==> config.mk <==
export PLATFORM = sky130hd
export DESIGN_NAME = pw_msg_receiver
export DESIGN_NICKNAME = d
export VERILOG_FILES = /design/src/rtl/pw_msg_receiver.sv
export SDC_FILE = /design/constraint.sdc
export NUM_CORES = 1
export LEC_CHECK = 0
export ABC_AREA = 1
export BUFFER_PORTS_ARGS = -buffer_cell sky130_fd_sc_hd__buf_2
export CAP_MARGIN = 5
export CORE_ASPECT_RATIO = 0.8
export CORE_MARGIN = 2
export CORE_UTILIZATION = 40
export CTS_CLUSTER_SIZE = 14
export DETAILED_ROUTE_END_ITERATION = 6
export PLACE_DENSITY_LB_ADDON = 0.15
export SLEW_MARGIN = 20
export SYNTH_ARGS = -nofsm -noshare
export SYNTH_HDL_FRONTEND = slang
export SYNTH_SLANG_ARGS = --single-unit
==> constraint.sdc <==
create_clock -name clock -period 2.5 [get_ports clock]
set_input_delay 0.25 -clock clock [delete_from_list [all_inputs] [get_ports clock]]
set_output_delay 0.25 -clock clock [all_outputs]
set_load 0.02 [all_outputs]
==> src/rtl/pw_msg_receiver.sv <==
// Pulse-width serial message receiver: a long high pulse decodes as 1, a short one as 0.
// Completed messages are held for a consumer with valid/ack handshake and sticky overrun.
module pw_msg_receiver #(
   parameter int unsigned MSG_WIDTH     = 24,
   parameter int unsigned CNT_WIDTH     = 6,
   parameter int unsigned ONE_THRESHOLD = 26,
   parameter int unsigned GAP_TIMEOUT   = 48,
   parameter int unsigned SYNC_STAGES   = 2
) (
   input  logic                           clock,
   input  logic                           reset,
   input  logic                           neo_in,
   output logic [MSG_WIDTH-1:0]           msg_data,
   output logic                           msg_valid,
   input  logic                           msg_ack,
   output logic                           overrun,
   output logic                           frame_error,
   output logic                           busy,
   output logic [$clog2(MSG_WIDTH+1)-1:0] bit_count
);

   localparam int unsigned BCW = $clog2(MSG_WIDTH + 1);
   localparam logic [CNT_WIDTH-1:0] CNT_MAX   = '1;
   localparam logic [CNT_WIDTH-1:0] ONE_THR   = CNT_WIDTH'(ONE_THRESHOLD);
   localparam logic [CNT_WIDTH-1:0] GAP_LIMIT = CNT_WIDTH'(GAP_TIMEOUT);
   localparam logic [BCW-1:0]       LAST_BIT  = BCW'(MSG_WIDTH - 1);
   localparam logic [BCW-1:0]       FULL_CNT  = BCW'(MSG_WIDTH);

   typedef enum logic [1:0] {
      ST_IDLE  = 2'd0,
      ST_HIGH  = 2'd1,
      ST_LOW   = 2'd2,
      ST_DRAIN = 2'd3
   } state_e;

   logic [SYNC_STAGES-1:0] sync_q;
   logic                   line_s;

   state_e                 state_q, state_d;
   logic [CNT_WIDTH-1:0]   high_q, high_d;
   logic [CNT_WIDTH-1:0]   gap_q, gap_d;
   logic [MSG_WIDTH-1:0]   shift_q, shift_d;
   logic [BCW-1:0]         bit_cnt_q, bit_cnt_d;
   logic [MSG_WIDTH-1:0]   data_q, data_d;
   logic                   valid_q, valid_d;
   logic                   ovr_q, ovr_d;
   logic                   ferr_q, ferr_d;
   logic                   busy_q, busy_d;
   logic                   complete_c;
   logic                   bit_c;

   assign line_s = sync_q[SYNC_STAGES-1];

   // Synchroniser for the asynchronous serial line.
   always_ff @(posedge clock or posedge reset) begin
      if (reset) begin
         sync_q <= '0;
      end else begin
         sync_q <= {sync_q[SYNC_STAGES-2:0], neo_in};
      end
   end

   // State and datapath registers.
   always_ff @(posedge clock or posedge reset) begin
      if (reset) begin
         state_q   <= ST_IDLE;
         high_q    <= '0;
         gap_q     <= '0;
         shift_q   <= '0;
         bit_cnt_q <= '0;
         data_q    <= '0;
         valid_q   <= 1'b0;
         ovr_q     <= 1'b0;
         ferr_q    <= 1'b0;
         busy_q    <= 1'b0;
      end else begin
         state_q   <= state_d;
         high_q    <= high_d;
         gap_q     <= gap_d;
         shift_q   <= shift_d;
         bit_cnt_q <= bit_cnt_d;
         data_q    <= data_d;
         valid_q   <= valid_d;
         ovr_q     <= ovr_d;
         ferr_q    <= ferr_d;
         busy_q    <= busy_d;
      end
   end

   // Pulse decoder: measures high and low durations, shifts decoded bits.
   always_comb begin
      state_d    = state_q;
      high_d     = high_q;
      gap_d      = gap_q;
      shift_d    = shift_q;
      bit_cnt_d  = bit_cnt_q;
      ferr_d     = 1'b0;
      complete_c = 1'b0;
      bit_c      = 1'b0;

      case (state_q)
         ST_IDLE: begin
            if (line_s) begin
               state_d = ST_HIGH;
               high_d  = CNT_WIDTH'(1);
            end
         end

         ST_HIGH: begin
            if (line_s) begin
               if (high_q != CNT_MAX) begin
                  high_d = high_q + CNT_WIDTH'(1);
               end
               // A stuck-high line is a framing fault; wait for it to fall.
               if (high_d == CNT_MAX) begin
                  ferr_d    = 1'b1;
                  bit_cnt_d = '0;
                  state_d   = ST_DRAIN;
               end
            end else begin
               bit_c   = (high_q > ONE_THR);
               shift_d = {shift_q[MSG_WIDTH-2:0], bit_c};
               if (bit_cnt_q == LAST_BIT) begin
                  complete_c = 1'b1;
                  bit_cnt_d  = '0;
                  state_d    = ST_IDLE;
               end else begin
                  bit_cnt_d = bit_cnt_q + BCW'(1);
                  gap_d     = '0;
                  state_d   = ST_LOW;
               end
            end
         end

         ST_LOW: begin
            if (line_s) begin
               state_d = ST_HIGH;
               high_d  = CNT_WIDTH'(1);
            end else if ((gap_q == GAP_LIMIT) && (bit_cnt_q != '0) && (bit_cnt_q < FULL_CNT)) begin
               ferr_d    = 1'b1;
               bit_cnt_d = '0;
               state_d   = ST_IDLE;
            end else if (gap_q != CNT_MAX) begin
               gap_d = gap_q + CNT_WIDTH'(1);
            end
         end

         ST_DRAIN: begin
            if (!line_s) begin
               state_d = ST_IDLE;
            end
         end

         default: begin
            state_d = ST_IDLE;
         end
      endcase
   end

   // Output holding register with valid/ack handshake and overrun detection.
   always_comb begin
      data_d  = data_q;
      valid_d = valid_q;
      ovr_d   = ovr_q;

      if (complete_c) begin
         if (!valid_q || msg_ack) begin
            data_d  = shift_d;
            valid_d = 1'b1;
         end else begin
            ovr_d = 1'b1;
         end
      end else if (valid_q && msg_ack) begin
         valid_d = 1'b0;
      end

      busy_d = (bit_cnt_d != '0) || (state_d == ST_HIGH);
   end

   assign msg_data    = data_q;
   assign msg_valid   = valid_q;
   assign overrun     = ovr_q;
   assign frame_error = ferr_q;
   assign busy        = busy_q;
   assign bit_count   = bit_cnt_q;

endmodule

After elaboration in Yosys (flattened, before gate mapping)
Cells that the tools add are included.

cells by class
  multiply operators = 0
  magnitude comparators = 2
  shift operators = 0
  multiplexer cells = 39
  reduce and logical (&&, ||, !) cells = 18
  divide/modulo/power cells = 0
  equal/unequal tests = 17
  $add $sub $neg = 3
  bitwise operators = 1

operators with widths
  kind                                                            count
  2-to-1 mux 6 bit                                                10
  2-to-1 mux 24 bit                                               2
  2-to-1 mux 5 bit                                                5
  one-hot mux 6 bit (2 select lines)                              2
  2-to-1 mux 2 bit                                                7
  adder 6 x 1 -> 6 bit (second input constant)                    2
  == test 6 bit (second input constant)                           2
  != test 2 bit (second input constant)                           6
  != test 6 bit (second input constant)                           2
  2-to-1 mux 1 bit                                                10
  one-hot mux 5 bit (2 select lines)                              1
  nonzero test 5 bit                                              2
  one-hot mux 2 bit (4 select lines)                              1
  greater-than comparator 6 x 5 -> 1 bit (second input constant)  1
  AND reduction 2 bit                                             3
  AND reduction 6 bit                                             1
  nonzero test 2 bit                                              3
  adder 5 x 1 -> 5 bit (second input constant)                    1
  == test 5 bit (second input constant)                           1
  < comparator 5 bit (second input constant)                      1
  == test 2 x 1 -> 1 bit (second input constant)                  2
  == test 2 bit (second input constant)                           2
  != test 2 x 1 -> 1 bit (second input constant)                  2
  logical AND 1 bit                                               3
  7 further kinds                                                 8

storage, ports and cells
  bits in registers = 73
  bits in writable memories = 0
  word-level logic and storage cells = 91
  bits in latches = 0
  memory bits (read-only) = 0
  memories kept = 0
  output and inout port bits = 33
  input bits = 4

Depth between registers and ports, before layout
Gate-level depths: netlist of the first run.

  word-level depth = 10
  depth in mapped cells = 15
  mapped depth without buffers = 15

Worst setup path after synthesis of the first run
OpenSTA, ideal clock, no wires.

  kind = register to register
  start = reg state_q[1]
  end = reg data_q[10], in the netlist msg_data[10]
  library setup time = 0.066 ns
  setup slack = 0.742 ns
  arrival = 1.692 ns
  period minus slack after synthesis = 1.758 ns
  buffers on the path = 1
  cell stages (with the launch flop) = 12
  required time = 2.434 ns
  cell sequence = dfrtp_1 > inv_1 > ha_1 > inv_2 > nor2_4 > inv_2 > nor2_1 > nand2_2 > inv_2 > buf_2 > nand2_1 > nand2_1

between the ends
  longest elaborated chain between the ends = 3
  elaborated cells on any way between the ends = 4
  classes of those cells = eq/ne: 1; mux: 2; reduce/logical: 1

RTL lines
  item                           line  source
  from (decl)                    39    state_e state_q, state_d;
  from (signal assigned)         77    state_q <= state_d;
  == test 2 x 1 -> 1 bit *       101   case (state_q)
  2-to-1 mux 1 bit               101
  AND reduction 2 bit (no line)  n/a
  to (signal assigned)           82    data_q <= data_d;
  to (decl)                      44    logic [MSG_WIDTH-1:0] data_q, data_d;

Every way passes the cells marked *; elsewhere a longest branch is shown, timed or not.
A chain may end at the register's enable or synchronous reset.

Worst setup path in the final report of the first run
  start = reg state_q[0]
  end = reg gap_q[5]

between the ends
  longest elaborated chain between the ends = 3
  elaborated cells on any way between the ends = 10
  classes of those cells = eq/ne: 7; mux: 1; reduce/logical: 2

RTL lines
  item                                                                  line  source
  == test 2 bit / == test 2 x 1 -> 1 bit (equally long branches)        101
  != test 2 bit (no line) / nonzero test 2 bit (equally long branches)  n/a
  AND reduction 6 bit (no line)                                         n/a
  to (signal assigned)                                                  79    gap_q <= gap_d;
  to (decl)                                                             41    logic [CNT_WIDTH-1:0] gap_q, gap_d;

Parallel ways exist; a longest one is shown, timed or not.

==> key figures, run 1 <==
Critical path
  • Most frequent CP cell: nor2_1
  • Slowest CP cell: ha_1
  • Crit. End Element: flop
  • CP required: 2740 ps
  • Worst Reg-to-Reg Cells: 11
  • WS Path Type: reg -> reg
  • CP Max Fanout: 13
  • Critical path arrival: 2360 ps
  • Reg2reg end: gap_q[5]
  • Crit-path max cell delay: 470 ps
  • Crit Reg-Reg Startpoint: state_q[0]
  • Worst path cell trace: inv_1 -> ha_1 -> inv_1 -> nor3_1 -> nor3_1 -> nand2_1 -> inv_2 -> nand4_1 -> nor2_1 -> nor2_1 -> nor2_1
  • Worst path top cell family by delay: simple AND/OR/NAND/NOR gates
  • CP bufs+invs: 3
  • Flop-to-flop setup slack: 370 ps
  • Startpoint Class: flop

Timing
  • Fin crit period: 2127 ps
  • Finish-stage setup viols: 0
  • Worst slew pin tran: 648.3 ps
  • RSZ-0062 raised after global routing: false
  • TNS Setup: 0 ps
  • Final Max Slew Viols: 0
  • Slew HR: 0.5672
  • Max Clk Rate: 470.2 MHz
  • Endpoints failing hold: 0
  • Final setup skew: 12.34 ps
  • Tcrit/Tclk final: 0.8507

CTS
  • Clock latency on the worst-skew pair: 350 ps
  • Sink Count: 73
  • Inserted Clock Buffers: 9
  • Clock transition at path regs: 80 ps
  • Clock Tree Buf Depth: 2
  • Setup Fix Bufs, Post-CTS: 0
  • Post-CTS Hold Fix Bufs: 2
  • CTS tree: yes
  • Post_cts resized: 0
  • Clock Tree Root: clkbuf_8
  • Htree depth: 3

Min path
  • Hold EP: msg_valid
  • Min-Delay Path Class: in -> reg
  • Hold path startpoint: msg_ack
  • Hold depth: 4

Final layout
  • Share of layout cells above drive strength 1: 0.1508
  • Antenna diodes: 0
  • Fillers: 837
  • Area occupied by multi-input gates: 1409 µm²
  • Area Growth Syn to Fin: 16.78%
  • Area of all sequential standard cells: 1827 µm²
  • Fin nets: 493

Floorplanning
  • Die area: 9394 µm²
  • Initial core utilization: 0.4087
  • Core Area: 8446 µm²
  • Boundary pin count: 37
  • Die H: 87.09 µm
  • Row count: 30
  • Chip Width: 107.9 µm

Detailed routing
  • Vias per cell: 4.762
  • Via count: 2838
  • Antenna Nets Post-Route: 0
  • Final wirelength: 7222 µm
  • Routed WL per cell: 12.12 µm
  • DRT Pass-1 Iters: 4
  • Detailed Route Iter0 Violations: 134
  • # DRC: 0

Yosys
  • Unique masters post-synth: 29
  • Ranking of synthesized cells by area: dfrtp_1 53%, nand2_1 22%, inv_1 3.8%, ha_1 3.6%, nand3_1 2.8%
  • Synth Flop Type: dfrtp_1
  • Syn nets: 450
  • Avg Inst Size Synth: 7.918 µm²
  • Seq/Total Area, Yosys: 0.5292
  • Yosys warnings: 0
  • Asr flop ratio synth: 1.000
  • Post-synth top area share: 0.5292
  • Post-Synthesis Cells: 436
  • EDFF count, synth: 0
  • Most frequent cell after synthesis: nand2_1
  • Cell taking the most area after synthesis: dfrtp_1
  • Synth cell count leaders: 204 x nand2_1, 73 x dfrtp_1, 35 x inv_1
  • Synthesized area: 3452 µm²
  • FF+latch count, synth: 73

Global route
  • Global-route wire length before repair: 12770 µm
  • Grt total ovfl: 0
  • Number of global-route vias before repair: 2685
  • All-layer global routing usage: 0.1746
  • Number of antenna violations at the first check in global routing: 0
  • Maximum number of pins on one net before global-route repair: 47

Power
  • Pwr dens: 1039 nW/µm²
  • Power Total: 4.188 mW
  • Worst VDD drop: 502.8 µV
  • Static Leakage: 2.244 nW

Placement
  • RePlAce Congestion: 0.8672
  • IO buf count: 36
  • DPL Wire Length: 4932 µm

Status
  • Status: finished clean

Run
  • Max-cap check violation count: 0
## registers in the layout, indices dropped and copies added, names as in the netlist
register,flops
bit_count,5
shift_q,24
busy,1
overrun,1
gap_q,6
msg_valid,1
state_q,2
sync_q,2
high_q,6
frame_error,1
msg_data,24
## tightest hold or removal path: cells and delay by family
family                 cells  cell delay [ps]
AND/OR/NAND/NOR            2              120
buffers and inverters      2              160
## kinds of logic after synthesis
family	count (synthesis)	share of synthesized area
compound gates	37	0.06089
xor+xnor	3	0.007613
fa+ha+maj	10	0.03625
buf+inv	55	0.06270
flops	73	0.5292
simple gates	258	0.3034
## layout make-up
cell class                 instances  share of cell area
clock buffer                      10             0.03166
inverter                          45             0.04221
multi-input combinational        308              0.3495
tap                              112             0.03476
timing repair buffer              42             0.06021
sequential                        73              0.4531
clock inverter                     6             0.02855
## per-stage QoR
stage	instance area, µm²	util	hold slack (ps)	cells	worst slack, ps
2_1_floorplan	3452	-	281.4	436	396.7
3_3_place_gp	3769	0.4462	333.1	578	406.7
3_5_place_dp	3769	0.4462	337.1	578	405.6
4_1_cts	4031	0.4773	201.3	596	376.7
5_1_grt	4031	0.4773	212.5	596	45.07
6_report	4031	0.4773	217.8	596	373.3
## worst max path at each step
stage,from,to,slack [ps],depth (start not counted)
3_5_place_dp,state_q[1],msg_data[19],410,10
4_1_cts,state_q[0],gap_q[5],380,11
3_3_place_gp,state_q[0],gap_q[5],410,11
5_1_grt,state_q[0],gap_q[5],50,10
6_report,state_q[0],gap_q[5],370,11
2_1_floorplan,reset,bit_count[0],400,1
## cells in the final DEF (no fill, tap or decap), types with 3 or more instances in the layout
master / instances
nand2_1: 204
o21ai_0: 5
inv_2: 9
dfrtp_1: 73
nand3_1: 19
nor2_1: 19
inv_1: 34
nand4_1: 5
a31oi_1: 7
a21oi_1: 10
nand2_2: 4
buf_2: 36
buf_4: 3
o21ai_1: 9
ha_1: 10
nor2_4: 3
clkbuf_8: 9
nor3_1: 3
bufinv_16: 3
## metal layers
layer	up-vias	GRT usage	wire length [µm]
li1	1445	-	-
met5	-	0	0
met2	67	0.2504	3042
met1	1319	0.2529	3694
met3	7	0.04712	378
met4	0	0.06527	106
## power by group
part	leakage, nW	switching, mW	internal [mW]
clock	0.117	0.457	0.669
sequential	0.982	0.201	1.40
combinational	1.14	0.981	0.481
total	2.24	1.64	2.55
Power figures use the tool's default switching activity.
==> inputs of run 2 (changes only) <==
--- a/config.mk
+++ b/config.mk
@@ -13,6 +13,7 @@
 export CORE_UTILIZATION = 40
 export CTS_CLUSTER_SIZE = 14
 export DETAILED_ROUTE_END_ITERATION = 6
+export MAX_ROUTING_LAYER = met4
 export PLACE_DENSITY_LB_ADDON = 0.15
 export SLEW_MARGIN = 20
 export SYNTH_ARGS = -nofsm -noshare
==> key figures, run 2 (synthesis results as in run 1) <==
Global route
  • Grt total ovfl: 0 (unchanged)
  • Maximum number of pins on one net before global-route repair: 74 (was 47)
  • Number of antenna violations at the first check in global routing: 0 (unchanged)
  • Number of global-route vias before repair: 2750 (was 2685)
  • All-layer global routing usage: 0.1743 (was 0.1746)
  • Global-route wire length before repair: 12590 µm (was 12770 µm)

Min path
  • Min-Delay Path Class: in -> reg (unchanged)

Timing
  • Endpoints failing hold: 0 (unchanged)
  • Fin crit period: 2186 ps (was 2127 ps)
  • Post-route setup slack: 314.1 ps (was 373.3 ps)
  • Slew HR: 0.6526 (was 0.5672)
  • Finish-stage setup viols: 0 (unchanged)
  • Final setup skew: 7.812 ps (was 12.34 ps)
  • Final Max Slew Viols: 0 (unchanged)
  • TNS Setup: 0 ps (unchanged)
  • Tcrit/Tclk final: 0.8744 (was 0.8507)
  • Max Clk Rate: 457.5 MHz (was 470.2 MHz)
  • Worst slew pin tran: 521.1 ps (was 648.3 ps)
  • RSZ-0062 raised after global routing: false (unchanged)

Critical path
  • Crit Reg-Reg Startpoint: state_q[0] (unchanged)
  • Critical path arrival: 2410 ps (was 2360 ps)
  • Worst path cell trace: inv_1 -> ha_1 -> inv_1 -> nor3_1 -> nor3_1 -> nand2_1 -> inv_2 -> nand4_1 -> nor2_1 -> nor2_1 -> nor2_1 (unchanged)
  • Flop-to-flop setup slack: 310 ps (was 370 ps)
  • Reg2reg end: gap_q[5] (unchanged)
  • CP Max Fanout: 13 (unchanged)
  • CP required: 2730 ps (was 2740 ps)
  • Slowest CP cell: ha_1 (unchanged)
  • Crit-path max cell delay: 500 ps (was 470 ps)
  • Startpoint Class: flop (unchanged)
  • CP bufs+invs: 3 (unchanged)
  • Critical Path End: gap_q[5] (unchanged)
  • Most frequent CP cell: nor2_1 (unchanged)
  • Critical path origin: state_q[0] (unchanged)
  • WS Path Type: reg -> reg (unchanged)
  • Instance count on the critical path: 11 (unchanged)
  • Worst Reg-to-Reg Cells: 11 (unchanged)
  • Crit. End Element: flop (unchanged)
  • Worst path top cell family by delay: simple AND/OR/NAND/NOR gates (unchanged)

Detailed routing
  • Final wirelength: 7088 µm (was 7222 µm)
  • # DRC: 0 (unchanged)
  • Detailed Route Iter0 Violations: 147 (was 134)
  • Via count: 2828 (was 2838)
  • Vias per cell: 4.745 (was 4.762)
  • Routed WL per cell: 11.89 µm (was 12.12 µm)
  • DRT Pass-1 Iters: 4 (unchanged)
  • Antenna Nets Post-Route: 0 (unchanged)

Final layout
  • Final Core Density: 0.4770 (was 0.4773)
  • Most common cell after layout, fill and taps aside: nand2_1 (unchanged)
  • Share of layout cells above drive strength 1: 0.1508 (unchanged)
  • Area Growth Syn to Fin: 16.71% (was 16.78%)
  • Antenna diodes: 0 (unchanged)
  • Commonest non-fill, non-tap cells in the layout: 204 x nand2_1, 73 x dfrtp_1, 36 x buf_2, 34 x inv_1 (unchanged)
  • Fin nets: 493 (unchanged)

CTS
  • Clock Tree Root: clkbuf_8 (unchanged)
  • Clock transition at path regs: 80 ps (about the same)
  • Clock latency on the worst-skew pair: 340 ps (was 350 ps)
  • CTS tree: yes (unchanged)
  • Post-CTS Hold Fix Bufs: 2 (unchanged)
  • Sink Count: 73 (unchanged)
  • Htree depth: 3 (unchanged)
  • Post_cts resized: 0 (unchanged)
  • Clock Tree Buf Depth: 2 (unchanged)
  • Setup Fix Bufs, Post-CTS: 0 (unchanged)
  • Inserted Clock Buffers: 9 (unchanged)

Placement
  • IO buf count: 36 (unchanged)
  • DPL Wire Length: 4791 µm (was 4932 µm)
  • Pre-CTS WS: 347.7 ps (was 405.6 ps)
  • RePlAce Congestion: 0.9016 (was 0.8672)

Run
  • Max-cap check violation count: 0 (unchanged)

Floorplanning
  • Boundary pin count: 37 (unchanged)
  • Row count: 30 (unchanged)
  • Initial core utilization: 0.4087 (unchanged)
  • Core Area: 8446 µm² (unchanged)
  • Chip Width: 107.9 µm (unchanged)
  • Die H: 87.09 µm (unchanged)
  • Die area: 9394 µm² (unchanged)

Power
  • Sw power: 1.625 mW (was 1.640 mW)
  • Static Leakage: 2.248 nW (was 2.244 nW)
  • Worst VDD drop: 485.1 µV (was 502.8 µV)
  • Seq pwr share: 0.384 (was 0.382)
  • Clock group share of total power: 0.268 (was 0.269)
  • Power Internal: 2.550 mW (was 2.548 mW)
  • Pwr dens: 1036 nW/µm² (was 1039 nW/µm²)
  • Logic pwr share: 0.348 (was 0.349)
  • Switching fraction of total power: 0.3892 (was 0.3916)

Status
  • Status: finished clean (unchanged)
run 2: worst register-to-register path, delay by kind of cell (launching register included):
kind,cells,cell delay (ps)
adder cells (fa/ha/maj),1,500
buffers and inverters,3,400
flip-flops,1,430
AND/OR/NAND/NOR,7,740
run 2: area by class of cell:
class	instances	area, µm²
multi-input cells	308	1409
clock inverters	6	112.6
flip-flops and latches	73	1827
repair buffers	42	242.7
well taps	112	140.1
clock buffers	10	127.6
inverters	45	170.2
fillers	865	4417
run 2: worst min path at each step:
stage / from / endpoint / slack [ps] / cells after the start
final: msg_ack / msg_valid / 220 / 4
after detailed placement: sync_q[0] / sync_q[1] / 340 / 0
after CTS: msg_ack / msg_valid / 200 / 4
after global placement: sync_q[0] / sync_q[1] / 330 / 0
after global routing: msg_ack / msg_valid / 220 / 4
after floorplan: neo_in / sync_q[0] / 280 / 0
run 2: metrics by stage:
| step | hold slack (ps) | cell area (µm²) | power [mW] | instances |
|---|---|---|---|---|
| 2_1_floorplan | 281.4 | 3452 | 2.678 | 436 |
| 3_3_place_gp | 331.1 | 3769 | 3.069 | 578 |
| 3_5_place_dp | 335.8 | 3769 | 3.072 | 578 |
| 4_1_cts | 195.0 | 4029 | 4.216 | 596 |
| 5_1_grt | 223.7 | 4029 | 4.516 | 596 |
| 6_report | 218.4 | 4029 | 4.175 | 596 |
run 2: routing by layer:
layer / part of all wire / routed length [µm] / GRT usage
met1: 0.52 / 3651 / 0.2436
met2: 0.43 / 3015 / 0.2499
met3: 0.048 / 339 / 0.04562
met4: 0.012 / 82 / 0.05245
met5: 0 / 0 / -
run 2: power by group through the flow:
| stage | logic [mW] | clock network [mW] | registers, mW |
|---|---|---|---|
| floorplan | 1.01 | 0 | 1.67 |
| global placement | 1.45 | 0 | 1.62 |
| detailed placement | 1.45 | 0 | 1.62 |
| CTS | 1.46 | 1.15 | 1.60 |
| global route | 1.67 | 1.20 | 1.64 |
| finish | 1.45 | 1.12 | 1.60 |
==> inputs of run 3 (changes only) <==
--- a/config.mk
+++ b/config.mk
@@ -11,10 +11,11 @@
 export CORE_ASPECT_RATIO = 0.8
 export CORE_MARGIN = 2
 export CORE_UTILIZATION = 40
+export CTS_CLUSTER_DIAMETER = 200
 export CTS_CLUSTER_SIZE = 14
 export DETAILED_ROUTE_END_ITERATION = 6
 export MAX_ROUTING_LAYER = met4
-export PLACE_DENSITY_LB_ADDON = 0.15
+export PLACE_DENSITY_LB_ADDON = 0.05
 export SLEW_MARGIN = 20
 export SYNTH_ARGS = -nofsm -noshare
 export SYNTH_HDL_FRONTEND = slang
==> key figures, run 3 (synthesis results as in run 1) <==
CTS
  • Inserted Clock Buffers: 9 (unchanged)
  • Clock transition at path regs: 80 ps (about the same)
  • Clock latency on the worst-skew pair: 350 ps (was 340 ps)
  • Post_cts resized: 0 (unchanged)
  • Clock Tree Root: clkbuf_8 (unchanged)
  • Sink Count: 73 (unchanged)
  • Clock Tree Buf Depth: 2 (unchanged)
  • Htree depth: 3 (unchanged)
  • CTS tree: yes (unchanged)

Final layout
  • Most common cell after layout, fill and taps aside: nand2_1 (unchanged)
  • Antenna diodes: 0 (unchanged)
  • Fillers: 888 (was 865)
  • Final Core Density: 0.4689 (was 0.4770)
  • Commonest non-fill, non-tap cells in the layout: 204 x nand2_1, 73 x dfrtp_1, 36 x buf_2, 34 x inv_1 (unchanged)
  • Area Growth Syn to Fin: 14.72% (was 16.71%)
  • Share of layout cells above drive strength 1: 0.1505 (was 0.1508)
  • Fin nets: 494 (was 493)

Global route
  • All-layer global routing usage: 0.1809 (was 0.1743)
  • Number of antenna violations at the first check in global routing: 0 (unchanged)
  • Maximum number of pins on one net before global-route repair: 74 (unchanged)
  • Global-route wire length before repair: 12800 µm (was 12590 µm)
  • Grt total ovfl: 0 (unchanged)
  • Number of global-route vias before repair: 2673 (was 2750)

Critical path
  • CP required: 2730 ps (about the same)
  • Startpoint Class: flop (unchanged)
  • Crit Reg-Reg Startpoint: high_q[0] (was state_q[0])
  • Crit. End Element: flop (unchanged)
  • WS Path Type: reg -> reg (unchanged)
  • Critical path origin: high_q[0] (was state_q[0])
  • CP Max Fanout: 7 (was 13)
  • Critical path arrival: 2310 ps (was 2410 ps)

Floorplanning
  • Die area: 9394 µm² (unchanged)
  • Core Area: 8446 µm² (unchanged)
  • Die H: 87.09 µm (unchanged)
  • Chip Width: 107.9 µm (unchanged)
  • Row count: 30 (unchanged)
  • Initial core utilization: 0.4087 (unchanged)
  • Boundary pin count: 37 (unchanged)

Placement
  • DPL Wire Length: 4822 µm (was 4791 µm)
  • RePlAce Congestion: 0.8568 (was 0.9016)
  • IO buf count: 36 (unchanged)

Timing
  • RSZ-0062 raised after global routing: false (unchanged)
  • Fin crit period: 2082 ps (was 2186 ps)
  • Tcrit/Tclk final: 0.8326 (was 0.8744)
  • Endpoints failing hold: 0 (unchanged)
  • Slew HR: 0.6851 (was 0.6526)
  • Max Clk Rate: 480.4 MHz (was 457.5 MHz)
  • Final setup skew: 11.07 ps (was 7.812 ps)
  • Finish-stage setup viols: 0 (unchanged)
  • Final Max Slew Viols: 0 (unchanged)
  • Worst slew pin tran: 472.4 ps (was 521.1 ps)
  • TNS Setup: 0 ps (unchanged)

Detailed routing
  • Via count: 2815 (was 2828)
  • # DRC: 0 (unchanged)
  • Vias per cell: 4.715 (was 4.745)
  • DRT Pass-1 Iters: 5 (was 4)
  • Routed WL per cell: 12.33 µm (was 11.89 µm)
  • Final wirelength: 7361 µm (was 7088 µm)
  • Antenna Nets Post-Route: 0 (unchanged)
  • Detailed Route Iter0 Violations: 202 (was 147)

Power
  • Worst VDD drop: 474.6 µV (was 485.1 µV)
  • Switching fraction of total power: 0.4205 (was 0.3892)
  • Sw power: 1.630 mW (was 1.625 mW)
  • Seq pwr share: 0.412 (was 0.384)
  • Logic pwr share: 0.380 (was 0.348)
  • Power Internal: 2.247 mW (was 2.550 mW)
  • Static Leakage: 2.206 nW (was 2.248 nW)
  • Clock group share of total power: 0.208 (was 0.268)
  • Pwr dens: 978.9 nW/µm² (was 1036 nW/µm²)

Status
  • Status: finished clean (unchanged)

Min path
  • Min-Delay Path Class: in -> reg (unchanged)
  • Hold path startpoint: msg_ack (unchanged)

Run
  • Max-cap check violation count: 0 (unchanged)
-- run 3: critical path, cell delays in order, from the launching register on --
cell and delay [ps]:
dfrtp_1 460, ha_1 250, inv_1 90, nor2_4 150, nand2_2 100, nand2_1 110, nand2_2 70, nor2_4 130
nand3_2 140, nand2_1 100, nand2_1 50, nand2_1 80, nand2_1 80, nor2_1 100, nand3_1 80
-- run 3: worst paths after layout --
check	end	slack, ps	depth (start not counted)
worst max-delay path	busy	420	14
worst min-delay path	msg_valid	220	4
worst max register to register	busy	420	14
worst min register to register	sync_q[1]	350	0
max in group asynchronous	shift_q[20]	1660	4
min in group asynchronous	gap_q[3]	510	4
-- run 3: power by group through the flow --
stage	Sequential, mW	Combinational [mW]	Clock (mW)
after detailed placement	1.62	1.48	0
after global routing	1.62	1.70	0.900
final	1.60	1.47	0.807
after global placement	1.61	1.48	0
after CTS	1.60	1.49	0.847
after floorplan	1.67	1.01	0
-- run 3: cell type report --
cell class              instances  area, µm²  share of cell area
inverters                      45      170.2             0.04297
clock inverters                 5      32.53            0.008215
flip-flops and latches         73       1827              0.4613
well taps                     112      140.1             0.03539
multi-input cells             308       1409              0.3558
repair buffers                 43      250.2             0.06319
clock buffers                  11      131.4             0.03318
-- run 3: what timing repair did --
item | 4_1_cts | 5_1_grt
hold buffers | 2 | 0
buffers inserted | 0 | 0
hold endpoints to repair | 74 | 0
-- run 3: stage by stage --
step	power, mW	cells	hold WS [ps]	area, µm²	worst slack, ps
2_1_floorplan	2.678	436	281.4	3452	396.7
3_3_place_gp	3.092	579	332.7	3776	436.2
3_5_place_dp	3.099	579	349.2	3776	430.1
4_1_cts	3.936	597	190.1	3960	410.9
5_1_grt	4.225	597	224.9	3960	219.3
6_report	3.877	597	217.1	3960	418.5
-- run 3: routing by layer --
| metal | GRT usage | share of wire |
|---|---|---|
| met5 | - | 0 |
| met4 | 0.05711 | 0.011 |
| met2 | 0.2544 | 0.43 |
| met1 | 0.2517 | 0.53 |
| met3 | 0.05310 | 0.033 |
